$ cat src/rtl/io_uart_pkg.sv
// Shared definitions for the io_uart peripheral: register offsets, STATUS bit
// positions, the FSM state type used by both serial engines and a divisor helper.
package io_uart_pkg;

  localparam logic [1:0] UART_REG_DATA    = 2'd0;
  localparam logic [1:0] UART_REG_STATUS  = 2'd1;
  localparam logic [1:0] UART_REG_DIVISOR = 2'd2;

  localparam int STAT_TX_FULL      = 0;
  localparam int STAT_TX_EMPTY     = 1;
  localparam int STAT_RX_VALID     = 2;
  localparam int STAT_RX_OVERRUN   = 3;
  localparam int STAT_TX_BUSY      = 4;
  localparam int STAT_RX_FRAME_ERR = 5;

  typedef enum logic [1:0] {
    IDLE  = 2'd0,
    START = 2'd1,
    DATA  = 2'd2,
    STOP  = 2'd3
  } uart_state_t;

  // Divisors below 2 would leave no room for a mid-bit sample point.
  function automatic logic [15:0] eff_divisor(input logic [15:0] div);
    return (div < 16'd2) ? 16'd2 : div;
  endfunction

endpackage

$ cat src/rtl/io_uart_sync_fifo.sv
// Single-clock FIFO with full/empty flags; a push and a pop in the same cycle
// both take effect. DEPTH must be a power of two so the pointers wrap freely.
module sync_fifo #(
  parameter int WIDTH = 8,
  parameter int DEPTH = 16
) (
  input  logic             clk,
  input  logic             rst,
  input  logic             push,
  input  logic             pop,
  input  logic [WIDTH-1:0] din,
  output logic [WIDTH-1:0] dout,
  output logic             full,
  output logic             empty
);

  localparam int AW = $clog2(DEPTH);
  localparam logic [AW-1:0] PTR_ONE = {{(AW-1){1'b0}}, 1'b1};
  localparam logic [AW:0]   CNT_ONE = {{AW{1'b0}}, 1'b1};
  localparam logic [AW:0]   CNT_MAX = (AW+1)'(DEPTH);

  logic [WIDTH-1:0] mem_q [DEPTH];
  logic [WIDTH-1:0] mem_d [DEPTH];
  logic [AW-1:0]    wr_ptr_q, wr_ptr_d;
  logic [AW-1:0]    rd_ptr_q, rd_ptr_d;
  logic [AW:0]      count_q, count_d;
  logic             push_ok_s, pop_ok_s;

  // Next-state for storage, pointers and occupancy.
  always_comb begin
    full      = (count_q == CNT_MAX);
    empty     = (count_q == {(AW+1){1'b0}});
    push_ok_s = push & ~full;
    pop_ok_s  = pop & ~empty;
    dout      = mem_q[rd_ptr_q];
    mem_d     = mem_q;
    wr_ptr_d  = push_ok_s ? (wr_ptr_q + PTR_ONE) : wr_ptr_q;
    rd_ptr_d  = pop_ok_s ? (rd_ptr_q + PTR_ONE) : rd_ptr_q;
    if (push_ok_s) begin
      mem_d[wr_ptr_q] = din;
    end else begin
      mem_d = mem_q;
    end
    case ({push_ok_s, pop_ok_s})
      2'b10:   count_d = count_q + CNT_ONE;
      2'b01:   count_d = count_q - CNT_ONE;
      default: count_d = count_q;
    endcase
  end

  // State registers.
  always_ff @(posedge clk or negedge rst) begin
    if (!rst) begin
      for (int i = 0; i < DEPTH; i++) mem_q[i] <= {WIDTH{1'b0}};
      wr_ptr_q <= {AW{1'b0}};
      rd_ptr_q <= {AW{1'b0}};
      count_q  <= {(AW+1){1'b0}};
    end else begin
      mem_q    <= mem_d;
      wr_ptr_q <= wr_ptr_d;
      rd_ptr_q <= rd_ptr_d;
      count_q  <= count_d;
    end
  end

endmodule

$ cat src/rtl/io_uart.sv
// Memory-mapped 8N1 UART: DATA/STATUS/DIVISOR registers on the core I/O bus,
// a FIFO-fed transmit shifter and a single-byte receive holding register.
module io_uart
  import io_uart_pkg::*;
#(
  parameter int TX_FIFO_DEPTH   = 16,
  parameter int DEFAULT_DIVISOR = 868
) (
  input  logic        clk,
  input  logic        rst,
  input  logic        io_bus_rd_en,
  input  logic        io_bus_wr_en,
  input  logic        io_bus_cs,
  input  logic [31:0] io_bus_address,
  input  logic [31:0] io_bus_wr_data,
  output logic [31:0] io_bus_rd_data,
  input  logic        uart_rx,
  output logic        uart_tx
);

  logic [1:0]  reg_sel_s;
  logic        wr_s, rd_s, data_wr_s, data_rd_s, status_wr_s;
  logic        fifo_push_s, fifo_pop_s, fifo_full_s, fifo_empty_s;
  logic [7:0]  fifo_dout_s;
  logic [31:0] status_s;
  logic        rx_fall_s, rx_done_s, rx_ferr_s;
  logic [15:0] rx_half_s;
  logic        unused_s;

  logic [15:0] div_q, div_d;
  logic [31:0] rd_data_q, rd_data_d;

  uart_state_t tx_state_q, tx_state_d;
  logic [15:0] tx_cnt_q, tx_cnt_d, tx_div_q, tx_div_d;
  logic [2:0]  tx_bit_q, tx_bit_d;
  logic [7:0]  tx_sh_q, tx_sh_d;
  logic        tx_q, tx_d;

  logic        rx_sync1_q, rx_sync2_q, rx_prev_q;
  uart_state_t rx_state_q, rx_state_d;
  logic [15:0] rx_cnt_q, rx_cnt_d, rx_div_q, rx_div_d;
  logic [2:0]  rx_bit_q, rx_bit_d;
  logic [7:0]  rx_sh_q, rx_sh_d, rx_byte_q, rx_byte_d;
  logic        rx_valid_q, rx_valid_d, rx_overrun_q, rx_overrun_d;
  logic        rx_ferr_q, rx_ferr_d;

  assign unused_s = ^{io_bus_address[31:4], io_bus_address[1:0], io_bus_wr_data[31:16]};
  assign io_bus_rd_data = rd_data_q;
  assign uart_tx        = tx_q;

  sync_fifo #(.WIDTH(8), .DEPTH(TX_FIFO_DEPTH)) u_tx_fifo (
    .clk   (clk),
    .rst   (rst),
    .push  (fifo_push_s),
    .pop   (fifo_pop_s),
    .din   (io_bus_wr_data[7:0]),
    .dout  (fifo_dout_s),
    .full  (fifo_full_s),
    .empty (fifo_empty_s)
  );

  // Bus decode, divisor register and registered read mux (write wins over read).
  always_comb begin
    reg_sel_s   = io_bus_address[3:2];
    wr_s        = io_bus_cs & io_bus_wr_en;
    rd_s        = io_bus_cs & io_bus_rd_en & ~io_bus_wr_en;
    data_wr_s   = wr_s & (reg_sel_s == UART_REG_DATA);
    data_rd_s   = rd_s & (reg_sel_s == UART_REG_DATA);
    status_wr_s = wr_s & (reg_sel_s == UART_REG_STATUS);
    fifo_push_s = data_wr_s & ~fifo_full_s;
    div_d = (wr_s && reg_sel_s == UART_REG_DIVISOR) ? io_bus_wr_data[15:0] : div_q;
    status_s = 32'd0;
    status_s[STAT_TX_FULL]      = fifo_full_s;
    status_s[STAT_TX_EMPTY]     = fifo_empty_s;
    status_s[STAT_RX_VALID]     = rx_valid_q;
    status_s[STAT_RX_OVERRUN]   = rx_overrun_q;
    status_s[STAT_TX_BUSY]      = (tx_state_q != IDLE);
    status_s[STAT_RX_FRAME_ERR] = rx_ferr_q;
    rd_data_d = 32'd0;
    if (rd_s) begin
      case (reg_sel_s)
        UART_REG_DATA:    rd_data_d = rx_valid_q ? {24'd0, rx_byte_q} : 32'd0;
        UART_REG_STATUS:  rd_data_d = status_s;
        UART_REG_DIVISOR: rd_data_d = {16'd0, div_q};
        default:          rd_data_d = 32'd0;
      endcase
    end else begin
      rd_data_d = 32'd0;
    end
  end

  // TX shifter: the divisor is captured per frame; STOP chains directly into START.
  always_comb begin
    tx_state_d = tx_state_q;
    tx_cnt_d   = tx_cnt_q;
    tx_div_d   = tx_div_q;
    tx_bit_d   = tx_bit_q;
    tx_sh_d    = tx_sh_q;
    tx_d       = tx_q;
    fifo_pop_s = 1'b0;
    case (tx_state_q)
      IDLE: begin
        tx_d = 1'b1;
        if (!fifo_empty_s) begin
          fifo_pop_s = 1'b1;
          tx_sh_d    = fifo_dout_s;
          tx_div_d   = eff_divisor(div_q);
          tx_cnt_d   = 16'd0;
          tx_state_d = START;
          tx_d       = 1'b0;
        end else begin
          tx_state_d = IDLE;
        end
      end
      START: begin
        if (tx_cnt_q == tx_div_q - 16'd1) begin
          tx_cnt_d   = 16'd0;
          tx_bit_d   = 3'd0;
          tx_state_d = DATA;
          tx_d       = tx_sh_q[0];
        end else begin
          tx_cnt_d = tx_cnt_q + 16'd1;
        end
      end
      DATA: begin
        if (tx_cnt_q == tx_div_q - 16'd1) begin
          tx_cnt_d = 16'd0;
          if (tx_bit_q == 3'd7) begin
            tx_state_d = STOP;
            tx_d       = 1'b1;
          end else begin
            tx_bit_d = tx_bit_q + 3'd1;
            tx_sh_d  = {1'b0, tx_sh_q[7:1]};
            tx_d     = tx_sh_q[1];
          end
        end else begin
          tx_cnt_d = tx_cnt_q + 16'd1;
        end
      end
      STOP: begin
        if (tx_cnt_q == tx_div_q - 16'd1) begin
          tx_cnt_d = 16'd0;
          if (!fifo_empty_s) begin
            fifo_pop_s = 1'b1;
            tx_sh_d    = fifo_dout_s;
            tx_div_d   = eff_divisor(div_q);
            tx_state_d = START;
            tx_d       = 1'b0;
          end else begin
            tx_state_d = IDLE;
            tx_d       = 1'b1;
          end
        end else begin
          tx_cnt_d = tx_cnt_q + 16'd1;
        end
      end
      default: begin
        tx_state_d = IDLE;
        tx_d       = 1'b1;
      end
    endcase
  end

  // RX sampler: first sample floor(div/2) cycles after the detected falling edge.
  always_comb begin
    rx_state_d = rx_state_q;
    rx_cnt_d   = rx_cnt_q;
    rx_div_d   = rx_div_q;
    rx_bit_d   = rx_bit_q;
    rx_sh_d    = rx_sh_q;
    rx_done_s  = 1'b0;
    rx_ferr_s  = 1'b0;
    rx_fall_s  = rx_prev_q & ~rx_sync2_q;
    rx_half_s  = {1'b0, rx_div_q[15:1]};
    case (rx_state_q)
      IDLE: begin
        if (rx_fall_s) begin
          rx_state_d = START;
          rx_cnt_d   = 16'd0;
          rx_div_d   = eff_divisor(div_q);
        end else begin
          rx_state_d = IDLE;
        end
      end
      START: begin
        if (rx_cnt_q == rx_half_s - 16'd1) begin
          rx_cnt_d   = 16'd0;
          rx_bit_d   = 3'd0;
          rx_state_d = rx_sync2_q ? IDLE : DATA;
        end else begin
          rx_cnt_d = rx_cnt_q + 16'd1;
        end
      end
      DATA: begin
        if (rx_cnt_q == rx_div_q - 16'd1) begin
          rx_cnt_d   = 16'd0;
          rx_sh_d    = {rx_sync2_q, rx_sh_q[7:1]};
          rx_bit_d   = rx_bit_q + 3'd1;
          rx_state_d = (rx_bit_q == 3'd7) ? STOP : DATA;
        end else begin
          rx_cnt_d = rx_cnt_q + 16'd1;
        end
      end
      STOP: begin
        if (rx_cnt_q == rx_div_q - 16'd1) begin
          rx_cnt_d   = 16'd0;
          rx_state_d = IDLE;
          rx_done_s  = rx_sync2_q;
          rx_ferr_s  = ~rx_sync2_q;
        end else begin
          rx_cnt_d = rx_cnt_q + 16'd1;
        end
      end
      default: rx_state_d = IDLE;
    endcase
  end

  // Receive holding register and sticky flags; a new event beats a same-cycle clear.
  always_comb begin
    rx_byte_d    = rx_byte_q;
    rx_valid_d   = data_rd_s ? 1'b0 : rx_valid_q;
    rx_overrun_d = (status_wr_s && io_bus_wr_data[STAT_RX_OVERRUN]) ? 1'b0 : rx_overrun_q;
    rx_ferr_d    = (status_wr_s && io_bus_wr_data[STAT_RX_FRAME_ERR]) ? 1'b0 : rx_ferr_q;
    if (rx_done_s) begin
      if (rx_valid_q && !data_rd_s) begin
        rx_overrun_d = 1'b1;
      end else begin
        rx_byte_d  = rx_sh_q;
        rx_valid_d = 1'b1;
      end
    end else begin
      rx_ferr_d = rx_ferr_s ? 1'b1 : rx_ferr_d;
    end
  end

  // State registers.
  always_ff @(posedge clk or negedge rst) begin
    if (!rst) begin
      div_q        <= 16'(DEFAULT_DIVISOR);
      rd_data_q    <= 32'd0;
      tx_state_q   <= IDLE;
      tx_cnt_q     <= 16'd0;
      tx_div_q     <= 16'd2;
      tx_bit_q     <= 3'd0;
      tx_sh_q      <= 8'd0;
      tx_q         <= 1'b1;
      rx_sync1_q   <= 1'b1;
      rx_sync2_q   <= 1'b1;
      rx_prev_q    <= 1'b1;
      rx_state_q   <= IDLE;
      rx_cnt_q     <= 16'd0;
      rx_div_q     <= 16'd2;
      rx_bit_q     <= 3'd0;
      rx_sh_q      <= 8'd0;
      rx_byte_q    <= 8'd0;
      rx_valid_q   <= 1'b0;
      rx_overrun_q <= 1'b0;
      rx_ferr_q    <= 1'b0;
    end else begin
      div_q        <= div_d;
      rd_data_q    <= rd_data_d;
      tx_state_q   <= tx_state_d;
      tx_cnt_q     <= tx_cnt_d;
      tx_div_q     <= tx_div_d;
      tx_bit_q     <= tx_bit_d;
      tx_sh_q      <= tx_sh_d;
      tx_q         <= tx_d;
      rx_sync1_q   <= uart_rx;
      rx_sync2_q   <= rx_sync1_q;
      rx_prev_q    <= rx_sync2_q;
      rx_state_q   <= rx_state_d;
      rx_cnt_q     <= rx_cnt_d;
      rx_div_q     <= rx_div_d;
      rx_bit_q     <= rx_bit_d;
      rx_sh_q      <= rx_sh_d;
      rx_byte_q    <= rx_byte_d;
      rx_valid_q   <= rx_valid_d;
      rx_overrun_q <= rx_overrun_d;
      rx_ferr_q    <= rx_ferr_d;
    end
  end

endmodule
$ cat config.mk
export PLATFORM = sky130hd
export DESIGN_NAME = io_uart
export DESIGN_NICKNAME = d
export VERILOG_FILES = /design/src/rtl/io_uart_pkg.sv /design/src/rtl/io_uart_sync_fifo.sv /design/src/rtl/io_uart.sv
export SDC_FILE = /design/constraint.sdc
export NUM_CORES = 1
export LEC_CHECK = 0
export BUFFER_PORTS_ARGS = -buffer_cell sky130_fd_sc_hd__buf_2
export CORE_AREA = 2 2 171 173
export CTS_CLUSTER_DIAMETER = 150
export DETAILED_ROUTE_END_ITERATION = 10
export DIE_AREA = 0 0 173 175
export PLACE_DENSITY_LB_ADDON = 0.08
export SYNTH_ARGS = -nofsm -noshare
export SYNTH_HDL_FRONTEND = slang
export SYNTH_SLANG_ARGS = --single-unit
export TNS_END_PERCENT = 50
$ cat constraint.sdc
create_clock -name clk -period 11.3 [get_ports clk]
set_clock_uncertainty 0.1 [all_clocks]
set_input_delay 0.565 -clock clk [delete_from_list [all_inputs] [get_ports clk]]
set_output_delay 0.565 -clock clk [all_outputs]
set_load 0.01 [all_outputs]
# Yosys cells after proc, flatten, opt, wreduce, memory -nomap -nowiden
# Cells that the tools add are included.
op_classes:
  n_lt_le_gt_ge: 4
  mux: 68
  reduce_logical: 28
  n_bitwise: 17
  add_sub_neg: 11
  eq_ne: 26
op_table:
  columns: ["op", "n"]
  rows:
  - ["$bwmux 128", 1]
  - ["$mux 16", 8]
  - ["$pmux 16 s3", 2]
  - ["$mux 8", 8]
  - ["$pmux 16 s2", 2]
  - ["$eq 16x16->1", 3]
  - ["$add 16x1->16 const B", 2]
  - ["$bmux 8 s4", 1]
  - ["$demux 8 s4", 1]
  - ["$mux 32", 1]
  - ["$sub 16x1->16 const B", 2]
  - ["$pmux 8 s3", 1]
  - ["$mux 1", 23]
  - ["$ne 2x2->1 const B", 10]
  - ["$lt 16x2->1 const B", 1]
  - ["$mux 2", 8]
  - ["$pmux 2 s4", 2]
  - ["$sub 15x1->16 const B", 1]
  - ["$mux 3", 5]
  - ["$eq 2x2->1 const B", 6]
  - ["$pmux 3 s2", 2]
  - ["$reduce_and 4->1", 3]
  - ["$and 1x1->1", 10]
  - ["$ge 5x5->1 const B", 2]
  - ["other kinds (23)", 49]
totals:
  out_inout_bits: 33
  word_cells: 193
  input_bits: 70
  ff_bits: 294

# Logic depth before layout (Yosys ltp)
# Gate-level depths: netlist of the first run.
logic_depth:
  ltp_word: 7
  depth_mapped: 19
  ltp_nobuf: 18

# Modules after synthesis
# A second synthesis of the first run with hierarchy kept.
hier_totals:
  cells_unflattened: 1253
  area_unflattened_um2: 14679.1
by_module_without_submodules:
  columns: ["mod", "n_inst", "area_each_um2", "cells_each", "seq_area_each_um2"]
  rows:
  - ["io_uart", 1, 7835.0, 782, 3442.1]
  - ["sync_fifo", 1, 6844.1, 471, 3528.4]

# Least setup slack after synthesis of the first run
# OpenSTA, ideal clock, no wires.
synth_path:
  kind: "register -> register"
  startpoint: "register tx_div_q[0]"
  endpoint: "register u_tx_fifo.count_q[4]"
  arrival_ns: 4.064
  path_buffers: 1
  period_less_slack_ns: 4.289
  setup_time_ns: 0.125
  required_ns: 11.075
  setup_slack_ns: 7.011
  stages_incl_launch_ff: 20
  cell_sequence: "dfrtp_1 inv_1 ha_1 or3b_1 o31a_1 a2111o_1 a2111oi_0 and4_1 buf_2 nand2_1 a21oi_1 ha_1 inv_1 fa_1 inv_1 a21o_1 a21oi_1 xnor2_1 nor2_1 xor2_1"
synth_via:
  elab_chain_cells: 7
  word_cells_on_any_way: 9
  classes_between: "add/sub (1); eq/ne (3); mux (3); bitwise (1); reduce/logical (1)"
synth_lines:
  columns: ["item", "line", "source"]
  rows:
  - ["start: declaration", "io_uart.sv:34", "logic [15:0] tx_cnt_q, tx_cnt_d, tx_div_q, tx_div_d;"]
  - ["start signal: assignment", "io_uart.sv:264", "tx_div_q <= tx_div_d;"]
  - ["$sub 16x1->16 (*)", "io_uart.sv:141", "if (tx_cnt_q == tx_div_q - 16'd1) begin"]
  - ["$eq 16x16->1 (*)", "io_uart.sv:141", null]
  - ["$mux 1 (*)", "io_uart.sv:141", null]
  - ["$pmux 1 s2 (*)", "io_uart.sv:101", "case (tx_state_q)"]
  - ["$and 1x1->1 (*)", "io_uart_sync_fifo.sv:34", "pop_ok_s = pop & ~empty;"]
  - ["net u_tx_fifo.pop_ok_s", "io_uart_sync_fifo.sv:27", "logic push_ok_s, pop_ok_s;"]
  - ["$eq 2x1->1 / $eq 2x2->1 (equally long branches)", "io_uart_sync_fifo.sv:44", "case ({push_ok_s, pop_ok_s})"]
  - ["$pmux 5 s2 / $reduce_bool 2->1 (equally long branches)", null, null]
  - ["end signal: assignment", "io_uart_sync_fifo.sv:57", "count_q <= {(AW+1){1'b0}};"]
  - ["end signal: assignment", "io_uart_sync_fifo.sv:62", "count_q <= count_d;"]
  - ["end: declaration", "io_uart_sync_fifo.sv:26", "logic [AW:0] count_q, count_d;"]
# The timed path passes the listed nets; every way through them passes the cells marked *.
# A chain may end at the register's enable or synchronous reset.

# Worst setup path in the final report of the first run
# Same ends and word-level chain as after synthesis.

==> run summary, run 1 <==
DRT iter0 DRCs - 646
CTS tree - yes
final setup vio count - 0
Critical Path RT - 11.66 ns
ys flop type - dfrtp_1
CP most frequent cell - inv_1
CP Max Fanout - 18
CP endpoint kind - register
gr busiest metal - met2
CTS buffer count - 31
run status - complete, no violations
Syn. warnings - 0
Area after DPL - 0.01520 mm2
Place WS - 5.740 ns
Async SR Flop Fraction - 100.0%
HP Start - io_bus_wr_data[11]
unrepaired setup endpoints after global routing - no
WL final - 32520 um
Max clock buf depth - 3
CP bufs+invs - 3
remaining antenna violation count - 0
Root Driver - clkbuf_16
I/O Pins - 103
die area - 0.03028 mm2
Reg2Reg Launch Point - tx_div_q[0]$_DFFE_PN0P_
DP Cell Count - 1635
relative slew slack - 17.73%
final hold viol count - 0
DRC viols - 0
number of global-route vias before repair - 9970
Post-synth EDFFs - 0
first-pass GRT wire length - 54250 um
Peak VDD IR - 138.9 uV
initial core utilization - 52.12%
gr ovfl total - 0
DR pass1 iterations - 5
leakage power total - 7.308 nW
Netlist Area Pre-Place - 0.01480 mm2
Port Buffer Count - 40
Area contributors post-synth - dfrtp_1 45%, mux2_2 14%, mux4_2 6.1%
critical path arrival - 5.89 ns
most frequent cells in the layout - 266 x dfrtp_1, 181 x mux2_2, 97 x nand2_1
clock latency on the worst-skew pair - 0.57 ns
Die Span Y - 175 um
routed length per placed instance - 19.18 um
Worst path top cell family by delay - compound AO/OA/AOI/OAI gates
Final Instance Area - 0.01624 mm2
Max Freq - 180.8 MHz
min cycle time layout - 5.531 ns
setup repair bufs after CTS - 0
Vias per Instance - 5.866
Final Cycle Share - 48.94%
Slew Viols, Final - 0
Slew @ Worst Pin - 1.232 ns
critical path class - reg -> reg
layout cells sized above 1 - 27.15%
HP Class - in -> reg
average size of a mapped cell - 11.52 um2
GRT met2 Usage - 36.58%
Yosys top cell area share - 45.15%
grt met1 use - 30.65%
# rows - 62
Crit path largest cell delay - 0.72 ns
Yosys top cell by area - dfrtp_1
Worst R2R Setup Slack - 5.77 ns
H-tree levels - 1
worst setup margin - 5.769 ns
clock sinks - 278
hold-fix buffers at CTS - 2
reg-to-reg endpoint - u_tx_fifo.count_q[4]$_DFFE_PN0P_
Crit-path slowest cell - a2111oi_0
largest net degree at the start of global routing - 96
r2r worst-path depth - 18
maxcap violations - 0
area grow syn2layout - 9.715%
final net count - 1381
Distinct cells, synth - 76
Placer Congestion - 0.8446
CP startpoint kind - register
commonest non-fill, non-tap cell in the layout - dfrtp_1
fin cells - 1695
all-layer global routing usage - 22.03%
hold slack final - 0.1323 ns
Yosys reg bits - 278
clock slew at reported path FFs - 0.06 ns
worst path cell trace - inv_1 > ha_1 > or3b_1 > o31a_1 > a2111o_1 > a2111oi_0 > and4_1 > nand2_1 > a21oi_1 > ha_1 > inv_1 > fa_1 > inv_1 > a21o_1 > a21oi_1 > xnor2_1 > nor2_1 > xor2_1
initial antenna violation count - 1
hpwl dp - 21910 um
ant diodes - 0
via count - 9943
chip width - 173 um
cells after synthesis - 1285
PwrDens - 243.7 mW/mm2
Endpoint, Worst Hold - div_q[11]$_DFFE_PN0P_
core area - 0.02839 mm2
setup TNS - 0 ns
CTS resizes - 0
grt met3 use - 2.850%
hold depth - 2
register area share after synthesis - 47.10%
-- layout make-up --
type                    count  area [um2]
clock buffers              50       907.1
clock inverters             8       105.1
fillers                  2419       12160
inverters                  33       123.9
multi-input cells         888        7327
flip-flops and latches    278        6972
well taps                 384       480.5
repair buffers             54       320.3
-- stage by stage --
stage                     util, %  power (mW)
after floorplan                 -       2.628
final                       57.18       3.957
after detailed placement    53.55       2.973
after CTS                   57.18       3.989
after global routing        57.18       4.235
after global placement      53.55       2.939
-- metal layers --
metal  up-vias  part of all wire [%]
met3        50                   3.7
met4         0                   2.6
met5         -                     0
met2       167                    48
met1      5006                    46
li1       4720                     -
-- worst max path at each step --
stage / startpoint / end / slack [ns] / cells after the start
after floorplan: tx_div_q[0]$_DFFE_PN0P_ / u_tx_fifo.count_q[4]$_DFFE_PN0P_ / 7.01 / 19
after global placement: tx_div_q[0]$_DFFE_PN0P_ / u_tx_fifo.count_q[4]$_DFFE_PN0P_ / 5.81 / 18
after detailed placement: tx_div_q[0]$_DFFE_PN0P_ / u_tx_fifo.count_q[4]$_DFFE_PN0P_ / 5.74 / 18
after CTS: tx_div_q[0]$_DFFE_PN0P_ / u_tx_fifo.count_q[4]$_DFFE_PN0P_ / 5.74 / 18
after global routing: tx_div_q[0]$_DFFE_PN0P_ / u_tx_fifo.count_q[4]$_DFFE_PN0P_ / 5.28 / 18
final: tx_div_q[0]$_DFFE_PN0P_ / u_tx_fifo.count_q[4]$_DFFE_PN0P_ / 5.77 / 18
-- cells in the mapped netlist, types with 16 or more instances --
master / number
nand2_1: 97
a21oi_1: 43
inv_1: 32
clkbuf_1: 66
or4_1: 17
xnor2_1: 41
nand3_1: 35
nor3_1: 17
dfrtp_1: 267
mux4_2: 40
xor2_1: 27
mux2_2: 181
buf_4: 16
nor4_1: 23
nor2_1: 48
ha_1: 24
o21ai_0: 35
nand4_1: 20
-- worst reg2reg max path, delay by kind of cell (launching register included) --
family | cells | cell delay (ns)
and+or+nand+nor | 4 | 1.42
DFF | 1 | 0.44
xor gates and xnor gates | 2 | 0.27
AOI/OAI and AO/OA | 6 | 2.05
buffers and inverters | 3 | 0.25
adders and majority gates | 3 | 0.90
-- flip-flops by register name, summed over array words and instances, names as in the netlist, 2 cells and up, named ones only --
register	flops
tx_sh_q	8
io_bus_rd_data	16
u_tx_fifo.rd_ptr_q	4
rx_sh_q	8
rx_byte_q	8
rx_cnt_q	16
tx_cnt_q	16
tx_div_q	16
tx_bit_q	3
u_tx_fifo.count_q	5
u_tx_fifo.wr_ptr_q	4
u_tx_fifo.mem_q	128
rx_div_q	16
tx_state_q	2
rx_bit_q	3
div_q	16
-- cell families after synthesis --
family / after synthesis / synth area share [%]
buffers and inverters: 134 / 3.982
flip-flops: 278 / 47.10
XOR/XNOR: 68 / 4.025
adder cells (fa/ha/maj): 25 / 2.165
AO/OA/AOI/OAI: 206 / 9.808
other: 1 / 0.02534
multiplexers: 232 / 20.88
AND/OR/NAND/NOR: 341 / 12.01
-- power breakdown --
group	switching [mW]	total [mW]	leakage [nW]	internal (mW)
logic	0.747	1.43	3.14	0.686
clock network	0.403	0.996	0.498	0.593
registers	0.273	1.53	3.67	1.26
(Power assumes the default switching activity.)
==> run 2, diff against run 1 <==
ABC_AREA = 1   (was unset)
CORE_AREA = 2 2 174 176   (was 2 2 171 173)
DIE_AREA = 0 0 176 178   (was 0 0 173 175)
clock period = 4.85 ns   (was 11.3 ns; I/O delays follow)
==> run 2 against run 1 <==
Net effect:
- setup slack worse by 4.9 ns
- largest power group unchanged
- synthesized cell count is 57% higher
- sequential share of layout area decreased by 2.0 points
- clock power grew to 2.7 times the previous value
- non-clock buffer count grew 8
- clock-buffer cell count shrank 11
- total power grew 120%
- critical path depth rose by 3
==> run summary, run 2 <==
unrepaired setup endpoints after global routing - no
setup repair bufs after CTS - 0 (unchanged)
final setup vio count - 0 (unchanged)
max reg flops - 128 (unchanged)
critical path class - reg -> reg
commonest non-fill, non-tap cell in the layout - nand2_1
ys flop type - dfrtp_1
Netlist Area Pre-Place - 0.01535 mm2 (+3.7%)
Area after DPL - 0.01569 mm2 (+3.2%)
# rows - 63 (+1.6%)
cells after synthesis - 2022 (+57%)
CP startpoint kind - register
Commonest cells post-synth - 606 x nand2_1, 267 x dfrtp_1, 242 x o21ai_0, 189 x nor2_1, 159 x inv_1
CTS tree - yes
Async SR Flop Fraction - 100.0% (unchanged)
Distinct cells, synth - 46 (-39%)
average size of a mapped cell - 7.589 um2 (-34%)
core area - 0.02940 mm2 (+3.6%)
all-layer global routing usage - 26.14% (+4.1 points)
min cycle time layout - 4.000 ns (-1.530 ns)
gr ovfl total - 0 (unchanged)
Sequential Area - 0.006972 mm2 (unchanged)
setup TNS - 0 ns (unchanged)
via count - 13011 (+31%)
DRT iter0 DRCs - 988 (+53%)
H-tree levels - 1 (unchanged)
Yosys top cell by area - dfrtp_1
CP Max Fanout - 17 (-1)
maxcap violations - 0 (unchanged)
I/O Pins - 103 (unchanged)
Util after Layout - 57.90% (+0.72 points)
Yosys top cell area share - 43.54% (-1.6 points)
largest register by flop count - u_tx_fifo.mem_q
remaining antenna violation count - 0 (unchanged)
area grow syn2layout - 10.94%
PwrDens - 516.7 mW/mm2 (+110%)
chip width - 176 um (+1.7%)
clock latency on the worst-skew pair - 0.58 ns (about the same)
Slew @ Worst Pin - 0.9623 ns (-0.2695 ns)
first-pass GRT wire length - 65570 um (+21%)
CTS resizes - 0 (unchanged)
final net count - 2125 (+54%)
die area - 0.03133 mm2 (+3.5%)
Port Buffer Count - 40 (unchanged)
fill count - 2736 (+13%)
critical path arrival - 4.40 ns (-1.49 ns)
routed length per placed instance - 16.22 um (-15%)
relative slew slack - 35.85% (+18 points)
Area contributors post-synth - dfrtp_1 44%, nand2_1 15%, o21ai_0 7.9%
Placer Congestion - 0.9021 (+6.8%)
area of the multi-input gates - 0.007308 mm2 (-0.26%)
ant diodes - 0 (unchanged)
number of global-route vias before repair - 12553 (+26%)
Final Cycle Share - 82.48% (+34 points)
Syn. warnings - 0 (unchanged)
Place WS - 0.8105 ns (-4.930 ns)
Yosys reg bits - 278 (unchanged)
layout cells sized above 1 - 7.835% (-19 points)
Peak VDD IR - 329.3 uV (+140%)
total chip power - 8.796 mW (+120%)
Final Instance Area - 0.01703 mm2 (+4.9%)
Slew Viols, Final - 0 (unchanged)
DR pass1 iterations - 5 (unchanged)
DRC viols - 0 (unchanged)
register area share after synthesis - 45.42% (-1.7 points)
WL final - 39660 um (+22%)
HP Class - in -> reg
Vias per Instance - 5.321 (-9.3%)
Critical Path RT - 5.25 ns (-6.41 ns)
largest net degree at the start of global routing - 124 (+29%)
initial antenna violation count - 0 (-1)
leakage power total - 8.457 nW (+16%)
CTS buffer count - 31 (unchanged)
initial core utilization - 52.19% (+0.074 points)
count leader, synth - nand2_1
Post-synth EDFFs - 0 (unchanged)
worst setup margin - 0.8498 ns (-4.920 ns)
most frequent cells in the layout - 606 x nand2_1, 266 x dfrtp_1, 242 x o21ai_0
clock sinks - 278 (unchanged)
run status - complete, no violations
Root Driver - clkbuf_16
final hold viol count - 0 (unchanged)
hpwl dp - 27180 um (+24%)
CP endpoint kind - register
Max Freq - 250.0 MHz (+38%)
clock slew at reported path FFs - 0.06 ns (about the same)
Die Span Y - 178 um (+1.7%)
Max clock buf depth - 3 (unchanged)
## run 2: final cells by class
cell class                      count  share of cell area [%]
Clock buffer                       39                   5.203
Inverter                          168                   3.704
Timing Repair Buffer               62                   2.469
Sequential cell                   278                   40.95
Clock inverter                     19                   1.881
Tap cell                          390                   2.866
Multi-Input combinational cell   1489                   42.93
## run 2: metrics by stage
stage,hold slack [ns],cells
after CTS,0.01515,2445
after detailed placement,0.2473,2374
after global routing,0.03920,2445
final,0.03879,2445
after floorplan,-0.1531,2037
after global placement,0.2466,2374
## run 2: kinds of logic after synthesis
group	count (synthesis)	share of synthesized area [%]
buffers and inverters	270	7.346
AOI/OAI and AO/OA	327	11.65
xor gates and xnor gates	76	4.435
and+or+nand+nor	1044	28.97
muxes	1	0.06523
adders and majority gates	25	2.087
other	1	0.02444
DFF	278	45.42
## run 2: path summary, 6_finish.rpt
path | from | endpoint | slack, ns | cells past startpoint
max reg2reg | tx_div_q[0]$_DFFE_PN0P_ | u_tx_fifo.count_q[4]$_DFFE_PN0P_ | 0.85 | 21
min reg2reg | rx_sync1_q$_DFF_PN1_ | rx_sync2_q$_DFF_PN1_ | 0.26 | 0
min | io_bus_rd_en | rx_overrun_q$_DFF_PN0_ | 0.04 | 6
max in group asynchronous | rst | u_tx_fifo.mem_q[59]$_DFFE_PN0P_ | 3.31 | 3
max | tx_div_q[0]$_DFFE_PN0P_ | u_tx_fifo.count_q[4]$_DFFE_PN0P_ | 0.85 | 21
min in group asynchronous | rst | rx_cnt_q[11]$_DFFE_PN0P_ | 0.26 | 2
## run 2: worst max-delay path: stages, from the launching register on
cell and delay [ns]:
dfrtp_1 0.40, inv_1 0.12, ha_1 0.22, nand3_2 0.16, nor2_4 0.23, nand2_1 0.08
nand2_1 0.08, nand3_1 0.08, nor2_1 0.17, nand4_2 0.22, nand2_2 0.36, nand2_1 0.19
inv_1 0.18, ha_1 0.25, inv_1 0.10, fa_1 0.40, nor2_1 0.12, a211oi_1 0.06
nand2_1 0.06, nand2_1 0.05, nor2_1 0.12, xor2_1 0.15
## run 2: power breakdown
group,switching (mW),leakage (nW),internal [mW]
logic,1.80,4.22,0.980
clock network,0.995,0.586,1.72
registers,0.502,3.65,2.80
## run 2: timing repair
action / in CTS / in global routing
setup endpoints to repair: 0 / 0
endpoints found under the hold margin: 127 / 0
hold buffers: 13 / 0
## run 2: layer usage
layer | GRT usage [%] | vias up | share of wire, % | wire [um]
li1 | - | 6552 | - | -
met1 | 35.91 | 6120 | 46 | 18130
met2 | 44.16 | 270 | 47 | 18680
met3 | 2.707 | 69 | 4.2 | 1665
met4 | 7.610 | 0 | 3.0 | 1175
met5 | 0 | - | 0 | 0
